--- config.mk ---
export PLATFORM = sky130hd
export DESIGN_NAME = serial_sub
export DESIGN_NICKNAME = d
export VERILOG_FILES = /design/src/rtl/serial_sub.sv
export SDC_FILE = /design/constraint.sdc
export NUM_CORES = 1
export LEC_CHECK = 0
export ABC_CLOCK_PERIOD_IN_PS = 2400
export CAP_MARGIN = 20
export CORE_MARGIN = 2
export CORE_UTILIZATION = 40
export CTS_BUF_LIST = sky130_fd_sc_hd__clkbuf_2
export CTS_CLUSTER_DIAMETER = 150
export CTS_CLUSTER_SIZE = 16
export DETAILED_ROUTE_END_ITERATION = 6
export GPL_TIMING_DRIVEN = 0
export SYNTH_ARGS = -nofsm -noshare
export SYNTH_HDL_FRONTEND = slang
export SYNTH_SLANG_ARGS = --single-unit
--- constraint.sdc ---
create_clock -name clk -period 2.4 [get_ports clk]
set_input_delay 0.24 -clock clk [delete_from_list [all_inputs] [get_ports clk]]
set_output_delay 0.24 -clock clk [all_outputs]
set_load 0.1 [all_outputs]
--- src/rtl/serial_sub.sv ---
// serial_sub: bit-serial, LSB-first subtractor computing d = a - b with borrow-out.
// Operands load in parallel on an accepted start. The subtractor cell then runs
// one bit per clock for WIDTH clocks, and a one-cycle done pulse follows.
// Optional build macro SERIAL_SUB_ADD_MODE_EN adds a 'mode' input. With mode=1
// the cell behaves as a full adder and bo carries the carry-out.
module serial_sub #(
  parameter int WIDTH = 8
) (
  input  logic             clk,
  input  logic             rst,
  input  logic             start,
  input  logic [WIDTH-1:0] a,
  input  logic [WIDTH-1:0] b,
`ifdef SERIAL_SUB_ADD_MODE_EN
  input  logic             mode,
`endif
  output logic             busy,
  output logic             done,
  output logic [WIDTH-1:0] d,
  output logic             bo
);

  localparam int CNT_W = (WIDTH > 2) ? $clog2(WIDTH) : 1;

  typedef enum logic [1:0] {
    IDLE  = 2'd0,
    SHIFT = 2'd1,
    DONE  = 2'd2
  } state_t;

  state_t             state, state_nxt;
  logic [WIDTH-1:0]   areg, breg, rreg;
  logic               borrow;
  logic [CNT_W-1:0]   count;
  logic               last_bit;
  logic [1:0]         cell_out;   // {borrow/carry out, result bit}
`ifdef SERIAL_SUB_ADD_MODE_EN
  logic               mode_r;
`endif

  // Full-subtractor cell: returns {borrow_out, difference_bit}.
  function automatic logic [1:0] sub_cell(input logic a0, input logic b0, input logic bin);
    logic diff, bout;
    diff = a0 ^ b0 ^ bin;
    bout = (~a0 & b0) | (~(a0 ^ b0) & bin);
    return {bout, diff};
  endfunction

`ifdef SERIAL_SUB_ADD_MODE_EN
  // Full-adder cell: returns {carry_out, sum_bit}.
  function automatic logic [1:0] add_cell(input logic a0, input logic b0, input logic cin);
    logic sum, cout;
    sum  = a0 ^ b0 ^ cin;
    cout = (a0 & b0) | ((a0 ^ b0) & cin);
    return {cout, sum};
  endfunction
`endif

  assign last_bit = (count == CNT_W'(WIDTH - 1));

  // Evaluate the single arithmetic cell on the current LSBs and the borrow flop.
  always_comb begin
    cell_out = sub_cell(areg[0], breg[0], borrow);
`ifdef SERIAL_SUB_ADD_MODE_EN
    if (mode_r) cell_out = add_cell(areg[0], breg[0], borrow);
`endif
  end

  // Next-state logic: IDLE -> SHIFT on start, SHIFT for WIDTH bits, one DONE cycle.
  always_comb begin
    state_nxt = state;
    unique case (state)
      IDLE:    if (start) state_nxt = SHIFT;
      SHIFT:   if (last_bit) state_nxt = DONE;
      DONE:    state_nxt = IDLE;
      default: state_nxt = IDLE;
    endcase
  end

  // State register.
  always_ff @(posedge clk) begin
    if (rst) state <= IDLE;
    else     state <= state_nxt;
  end

  // Operand capture, serial datapath, and result publication on entry to DONE.
  always_ff @(posedge clk) begin
    if (rst) begin
      areg   <= '0;
      breg   <= '0;
      rreg   <= '0;
      borrow <= 1'b0;
      count  <= '0;
      d      <= '0;
      bo     <= 1'b0;
`ifdef SERIAL_SUB_ADD_MODE_EN
      mode_r <= 1'b0;
`endif
    end else begin
      unique case (state)
        IDLE: begin
          if (start) begin
            areg   <= a;
            breg   <= b;
            borrow <= 1'b0;
            count  <= '0;
`ifdef SERIAL_SUB_ADD_MODE_EN
            mode_r <= mode;
`endif
          end
        end
        SHIFT: begin
          areg   <= areg >> 1;
          breg   <= breg >> 1;
          rreg   <= {cell_out[0], rreg[WIDTH-1:1]};
          borrow <= cell_out[1];
          count  <= count + CNT_W'(1);
          // Only the finished word reaches d; partial results stay in rreg.
          if (last_bit) begin
            d  <= {cell_out[0], rreg[WIDTH-1:1]};
            bo <= cell_out[1];
          end
        end
        default: ;
      endcase
    end
  end

  assign busy = (state == SHIFT);
  assign done = (state == DONE);

endmodule

==> summary.md <==
| Metric | Value |
|---|---|
| Outcome | `finished, final reports clean` |
| Yosys cell types | `25` |
| Max-cap viol count | `0` |
| Reg clk slew, reported paths | `190 ps` |
| Flop pwr share | `55.1%` |
| CTS tree | `built` |
| Slew HR | `35.15%` |
| Setup WS pre-CTS | `126.5 ps` |
| Core ar. | `3716 um^2` |
| CTS Buf Count | `5` |
| Hold WC Path Type | `input pin to register` |
| Final setup vio count | `0` |
| Worst EP required | `2160 ps` |
| Post-Synthesis Cell Area | `1561 um^2` |
| DR vias/cell | `5.036` |
| Type of the worst setup path | `register to primary output` |
| Root buffer cell | `clkbuf_2` |
| Reg-to-reg slack, setup | `990 ps` |
| Total GRT Usage | `17.68%` |
| Mean Syn Cell Area | `9.295 um^2` |
| Starting density of the core | `42.02%` |
| Clk Latency, worst-skew pair | `410 ps` |
| Min-delay src | `rst` |
| WL per Instance | `13.17 um` |
| Vias | `1269` |
| Post-route ant nets | `0` |
| First-pass GRT wire length | `5.754 mm` |
| Hold-fix buffer count after cts | `0` |
| Synthesized Nets | `190` |
| Die Span Y | `66.48 um` |
| Commonest non-fill, non-tap cells in the layout | `38 x dfxtp_1, 30 x nand2_1, 26 x clkdlybuf4s50_1, 21 x nor2_1` |
| Die Wd | `66.48 um` |
| Initial antenna violation count | `0` |
| Port Buf Inserts | `28` |
| Finished Layout Cells | `252` |
| Worst r2r src | `count[0]` |
| Final hold viol count | `0` |
| DRC Markers | `0` |
| Die area | `4420 um^2` |
| Vias in the first global route | `1256` |
| DRT iter0 DRCs | `51` |
| Pwr Density | `624.6 nW/um^2` |
| Max-slew violation count | `0` |
| Dpl hpwl | `2.343 mm` |
| Layout cells sized above 1 | `9.314%` |
| Power, Total | `1.229 mW` |
| Maximum VDD drop | `307.5 uV` |
| Slew of the pin with the lowest slew margin | `969.8 ps` |
| Final Wtd Congestion | `0.6785` |
| Static leakage | `0.7400 nW` |
| Crit path max fanout | `10` |
| Internal power | `0.9149 mW` |
| Setup TNS | `0 ps` |
| Final Skew | `12.89 ps` |
| Clock network fraction of design power | `31.6%` |
| Pin count of the biggest net entering global routing | `13` |
| TritonRoute pass-1 iters | `4` |
| Post-CTS Setup Inserts | `0` |
| Crit path launch type | `register` |
| Synth warnings | `0` |
| Number of diodes | `0` |
| Dpl cells | `244` |
| Reg2reg path depth | `6` |
| P_sw | `0.3144 mW` |
| CTS Sinks | `38` |
| Nets | `225` |
| Most common library cell in the layout ignoring fill and taps | `dfxtp_1` |
| R2r endpoint | `bo` |
| WL final | `3.320 mm` |
| Switching Share | `25.57%` |
| Combinational power share | `13.3%` |
| Period minus WS final | `2302 ps` |
| Post-Syn Instances | `168` |
| F_max | `0.4344 GHz` |
| Max clock buf depth | `2` |
| # resized after CTS | `4` |
| Ranking of synthesized cells by area | `dfxtp_1 49%, mux2i_1 9.0%, a211oi_1 8.2%` |
| Ports | `30` |
| Kind of end point of the critical path | `primary output` |
| Hold EP | `rreg[1]` |
| CP arrival | `2060 ps` |
| Yosys reg bits | `38` |
| Largest area contributor in the synthesized netlist | `dfxtp_1` |
| Period utilization | `95.92%` |
| Placement Rows | `22` |
| Yosys top cell area share | `48.72%` |
| Final core utilization | `52.96%` |
| RSZ-0062 raised after global routing | `no` |
| Syn-to-layout area delta | `26.04%` |
| Register area share after synthesis | `48.72%` |
| Hold Path Stages | `2` |
| H-tree depth | `2` |
| PnR worst setup slack | `98.03 ps` |
| Gr ovfl total | `0` |
[critical path, cell delays in order (launching register included)]
cell             delay (ps)
dfxtp_1                 400
buf_6                   180
buf_12                  150
nor2b_1                 100
clkdlybuf4s15_1         830
[worst max path at each step]
| stage | from | to | slack (ps) |
|---|---|---|---|
| 6_report | state[0] | done | 100 |
| 3_5_place_dp | state[1] | busy | 130 |
| 2_1_floorplan | state[0] | done | 200 |
| 3_3_place_gp | state[1] | busy | 150 |
| 5_1_grt | state[0] | done | 10 |
| 4_1_cts | state[0] | done | 40 |
[flip-flops by register name, indices dropped and copies added, names as in the netlist]
| name | flops |
|---|---|
| state | 2 |
| rreg | 7 |
| borrow | 1 |
| breg | 8 |
| count | 3 |
| d | 8 |
| areg | 8 |
| bo | 1 |
[cells in the mapped netlist]
| cell | count |
|---|---|
| dfxtp_1 | 38 |
| nand2_1 | 30 |
| nor2_1 | 21 |
| a211oi_1 | 17 |
| a21oi_1 | 17 |
| mux2i_1 | 14 |
| buf_6 | 4 |
| clkbuf_1 | 4 |
| a22oi_1 | 2 |
| buf_2 | 2 |
| ha_1 | 2 |
| inv_1 | 2 |
| o21ai_0 | 2 |
| or4bb_1 | 2 |
| a2bb2oi_1 | 1 |
| and3b_1 | 1 |
| buf_12 | 1 |
| buf_4 | 1 |
| fa_1 | 1 |
| inv_2 | 1 |
| nand2b_1 | 1 |
| nand3b_1 | 1 |
| nor2b_1 | 1 |
| o21ba_2 | 1 |
| o21bai_1 | 1 |
[per-stage QoR]
step	hold slack (ps)	cell area, um^2
floorplan	432.2	1562
global placement	443.6	1902
detailed placement	448.5	1902
CTS	237.8	1967
global route	279.1	1968
finish	267.7	1968
[final cells by class]
type                            instances  area (um^2)
Multi-Input combinational cell        115        691.9
Inverter                                3        11.26
Tap cell                               48        60.06
Clock buffer                            5        25.02
Fill cell                             354         1748
Sequential cell                        38        760.7
Clock inverter                          3        40.04
Buffer                                 12        97.59
Timing Repair Buffer                   28        281.5
[power groups by stage]
stage | Combinational, mW | Clock (mW) | Sequential, mW
after floorplan | 0.110 | 0 | 0.686
after global placement | 0.159 | 0 | 0.689
after detailed placement | 0.164 | 0 | 0.691
after CTS | 0.165 | 0.398 | 0.678
after global routing | 0.182 | 0.424 | 0.681
final | 0.163 | 0.389 | 0.677
[cells by family after synthesis]
group                    after synthesis  synth area share, %
adder cells (fa/ha/maj)                3                2.884
buffers and inverters                 15                6.971
AND/OR/NAND/NOR                       57                15.55
AO/OA/AOI/OAI                         41                16.91
multiplexers                          14                8.974
flip-flops                            38                48.72
[layer usage]
layer  global-route usage, %  part of all wire, %
met2                   29.00                   47
met3                   3.547                  3.9
met5                       0                    0
met1                   21.79                   47
met4                   9.184                  1.9
No activity file was read; power rests on OpenSTA's default activity.
==> patch 1, RTL diff (same settings) <==
Reset style: asynchronous (`rst`), changed in 2 clocked blocks.
--- a/src/rtl/serial_sub.sv
+++ b/src/rtl/serial_sub.sv
@@ -79,5 +79,5 @@
 
   // State register.
-  always_ff @(posedge clk) begin
+  always_ff @(posedge clk or posedge rst) begin
     if (rst) state <= IDLE;
     else     state <= state_nxt;
@@ -85,5 +85,5 @@
 
   // Operand capture, serial datapath, and result publication on entry to DONE.
-  always_ff @(posedge clk) begin
+  always_ff @(posedge clk or posedge rst) begin
     if (rst) begin
       areg   <= '0;
Formal check against the unedited RTL: differs if rst is asserted again (counterexample within 4 cycles, from zero or initial values and one cycle with rst high); with rst held inactive, the same outputs for 10 cycles.
==> patch 1 against the unedited design <==
Routed wire length increased by 8.7%; non-clock buffer count unchanged; worst setup slack improved by 0.11 ns; count of clock-buffer cells in the layout is the same; global-route usage shrank 1.9 points; sequential cell count unchanged; synthesized area up 20%; first-iteration DRC count is 33% higher; final area increased by 15%.
Power is not compared: it rests on default switching activity, and its combinational part moved more than twofold at a synthesized area within 25%.
==> patch 1: results (changes against the unedited design) <==
metric;value;unit;change
status;finished, final reports clean;;
Post-Syn Area per Cell;13.7;µm²;+48%
launch point of the worst reg-to-reg path;count[0];;
top post-synthesis cells by area;dfrtp_1 51%, mux2_4 7.2%, a221oi_2 5.6%;;
vias per std cell;5.35;;+6.2%
Clock transition at path regs;0.21;ns;+0.02 ns
port buffer count;29;;+3.6%
Compound-Gate Fraction of Synth Area;12.4;%;-4.5 points
vias in the first global route;1310;;+4.3%
Post-synth ARST share;100;%;+100 points
CTS resizes;6;;+2
Worst Reg-to-Reg Cells;5;;-1
post-synthesis adder-cell area fraction;2.41;%;-0.47 points
Worst R2R Setup Slack;0.86;ns;-0.13 ns
Setup Skew;0.0206;ns;+0.00768 ns
met3 wire len;189;µm;+47%
mux contribution to synthesized area;12.0;%;+3.0 points
placed cells;217;;-11%
Non-Filler Instances;225;;-11%
WHS;0.278;ns;+0.0100 ns
Reg2Reg Capture Point;d[7];;
register area share after synthesis;50.9;%;+2.2 points
initial drt markers;68;;+33%
Avg WL per Cell;16.0;µm;+22%
clk_lat worst skew;0.39;ns;-0.02 ns
first-pass GRT wire length;6300;µm;+9.5%
met1 GRT Util;19.7;%;-2.1 points
Critical Path AT;1.96;ns;-0.10 ns
met2 Use GR;26.3;%;-2.7 points
share of cells above drive strength 1;30.6;%;+21 points
commonest cells in the netlist;38 x dfrtp_1, 18 x inv_1, 9 x mux2_4, 8 x nor2_1, 8 x nor4b_1;;
slew of the pin with the lowest slew margin;0.968;ns;-0.00135 ns
[patch 1: cell types whose count changed after synthesis, sizes merged, moves of 14 or more]
cell,delta
a211oi,-16
nand2,-30
dfrtp,+38
a21oi,-16
inv,+16
mux2,+16
dfxtp,-38
nor4b,+14
[patch 1: how the worst max path moves through the flow]
stage | from | to | slack [ns] | cells after the start
finish | state[0] | done | 0.20 | 4
global route | state[0] | done | 0.09 | 4
CTS | state[0] | done | 0.16 | 4
detailed placement | state[0] | done | 0.1 | 4
global placement | state[0] | done | 0.09 | 4
floorplan | state[0] | done | 0.06 | 3
[patch 1: final cells by class]
type | count | area, µm²
multi-input combinational | 68 | 747
buffer | 11 | 97.6
fill | 396 | 2150
tap | 52 | 65.1
timing repair buffer | 29 | 293
clock buffer | 5 | 25.0
sequential | 38 | 951
clock inverter | 3 | 16.3
inverter | 19 | 73.8
==> patch 2, RTL diff (config.mk and constraints unchanged) <==
Made on the original files. The parameter `WIDTH` goes from 8 to 16.
--- a/src/rtl/serial_sub.sv
+++ b/src/rtl/serial_sub.sv
@@ -5,5 +5,5 @@
 // the cell behaves as a full adder and bo carries the carry-out.
 module serial_sub #(
-  parameter int WIDTH = 8
+  parameter int WIDTH = 16
 ) (
   input  logic             clk,
Interface: changed (resized a, b and d); port bits go from 30 to 54. No check against the original RTL was run, so the function may have changed too.
==> patch 2 against the unedited design <==
Synthesized area increased by 92%; sequential power rose by 89%; global-route usage is 0.43 points higher; count of clock-buffer cells in the layout rose by 4; routed wire length rose by 110%; utilization decreased by 1.1 points; power increased by 92%; final area increased by 91%; largest cell class unchanged; register-to-register slack got worse by 0.28 ns; sequential cell count increased by 33; sequential share of layout area decreased by 0.90 points; worst setup slack improved by 0.040 ns.
==> patch 2: results (changes against the unedited design) <==
metric;value;unit;change
status;finished, final reports clean;;
initial drt markers;67;;+31%
met2 Use GR;30.5;%;+1.5 points
Static Leak;1.28;nW;+73%
power in combinational cells;0.000382;W;+130%
final period utilization;94.3;%;-1.7 points
Sw Pwr;0.000707;W;+120%
mux contribution to synthesized area;0;%;-9.0 points
Worst R2R Setup Slack;0.71;ns;-0.28 ns
HP Class;input port to flop;;
worst hold endpoint;breg[0];;
Pwr per Cell Area;627;mW/mm²;+0.35%
launch point of the worst reg-to-reg path;count[0];;
vias in the first global route;2574;;+100%
largest net degree at the start of global routing;14;;+1
Critical Path AT;2.02;ns;-0.04 ns
first-pass GRT wire length;12100;µm;+110%
top post-synthesis cells by area;dfxtp_1 47%, a21oi_1 9.7%, o2bb2ai_1 7.3%;;
slew of the pin with the lowest slew margin;0.964;ns;-0.00555 ns
M3 GR Usage;3.59;%;+0.042 points
biggest regs;areg (16), breg (16), d (16);;
H-tree Lvls;3;;+1
deepest clock path buffer count;2;;unchanged
port buffer count;52;;+86%
Routed Wire Length;7120;µm;+110%
crit-path max FO;2;;-8
CP max stage cell;clkdlybuf4s50_1;;
Worst Reg-to-Reg Cells;5;;-1
Synth Flop Type;dfxtp_1;;
Compound-Gate Fraction of Synth Area;28.9;%;+12 points
post-DP HPWL;5080;µm;+120%
gpl congestion;0.770;;+13%
synthesized instance count;368;;+120%
Pre-Repair DR Iteration Count;4;;unchanged
share of cells above drive strength 1;7.59;%;-1.7 points
Final nets;467;;+110%
WHS;0.138;ns;-0.130 ns
Via Count;2731;;+120%
post-synthesis adder-cell area fraction;1.08;%;-1.8 points
Avg WL per Cell;13.3;µm;+1.2%
Reg2Reg Capture Point;d[14];;
register area share after synthesis;47.3;%;-1.4 points
peak supply drop;0.000270;V;-12%
met1 GRT Util;23.0;%;+1.2 points
Worst Setup SP;bo;;
power of the clock network;0.000695;W;+79%
syn_nets;405;;+110%
pre-CTS WS;-0.165;ns;-0.292 ns
number of buffers created by CTS;9;;+4
Root Buffer;clkbuf_2;;
worst setup path end;bo;;
Critical Path Max Stage Delay;1.14;ns;+0.31 ns
placed cells;519;;+110%
GRT Overall Usage;18.1;%;+0.43 points
clk_lat worst skew;0.51;ns;+0.10 ns
Setup Skew;0.0271;ns;+0.0142 ns
commonest cells in the netlist;71 x dfxtp_1, 58 x a21oi_1, 40 x nand2_1, 39 x o21ai_0, 32 x nor2_1;;
# DRC;0;;unchanged
Synth cell types;35;;+40%
placed cell areas;0.00365;mm²;+92%
==> patch 2: cell count changes in the layout (fill, tap and decap cells not counted), moves of 15 or more <==
cell and delta:
o21ai_0 +37, a21oi_1 +41, or3_1 +17, a211oi_1 -15, clkbuf_1 +15, clkdlybuf4s50_1 +24, o2bb2ai_1 +25, dfxtp_1 +33
inv_1 +17
==> patch 2: routing by layer <==
metal / up-vias / routed length, µm
li1: 1406 / -
met1: 1240 / 3260
met2: 73 / 3420
met3: 12 / 345
met4: 0 / 91
met5: - / 0
==> patch 2: cell type report <==
type / instances / area (µm²)
fillers: 754 / 3490
flip-flops and latches: 71 / 1420
multi-input cells: 243 / 1340
repair buffers: 52 / 523
plain buffers: 31 / 156
well taps: 99 / 124
inverters: 22 / 82.6
clock inverters: 7 / 72.6
clock buffers: 9 / 45.0
==> patch 2: repair_timing <==
| action | in CTS | in global routing |
|---|---|---|
| gates cloned | 0 | 0 |
| endpoints found under the setup margin | 2 | 2 |
| resized for setup | 9 | 3 |
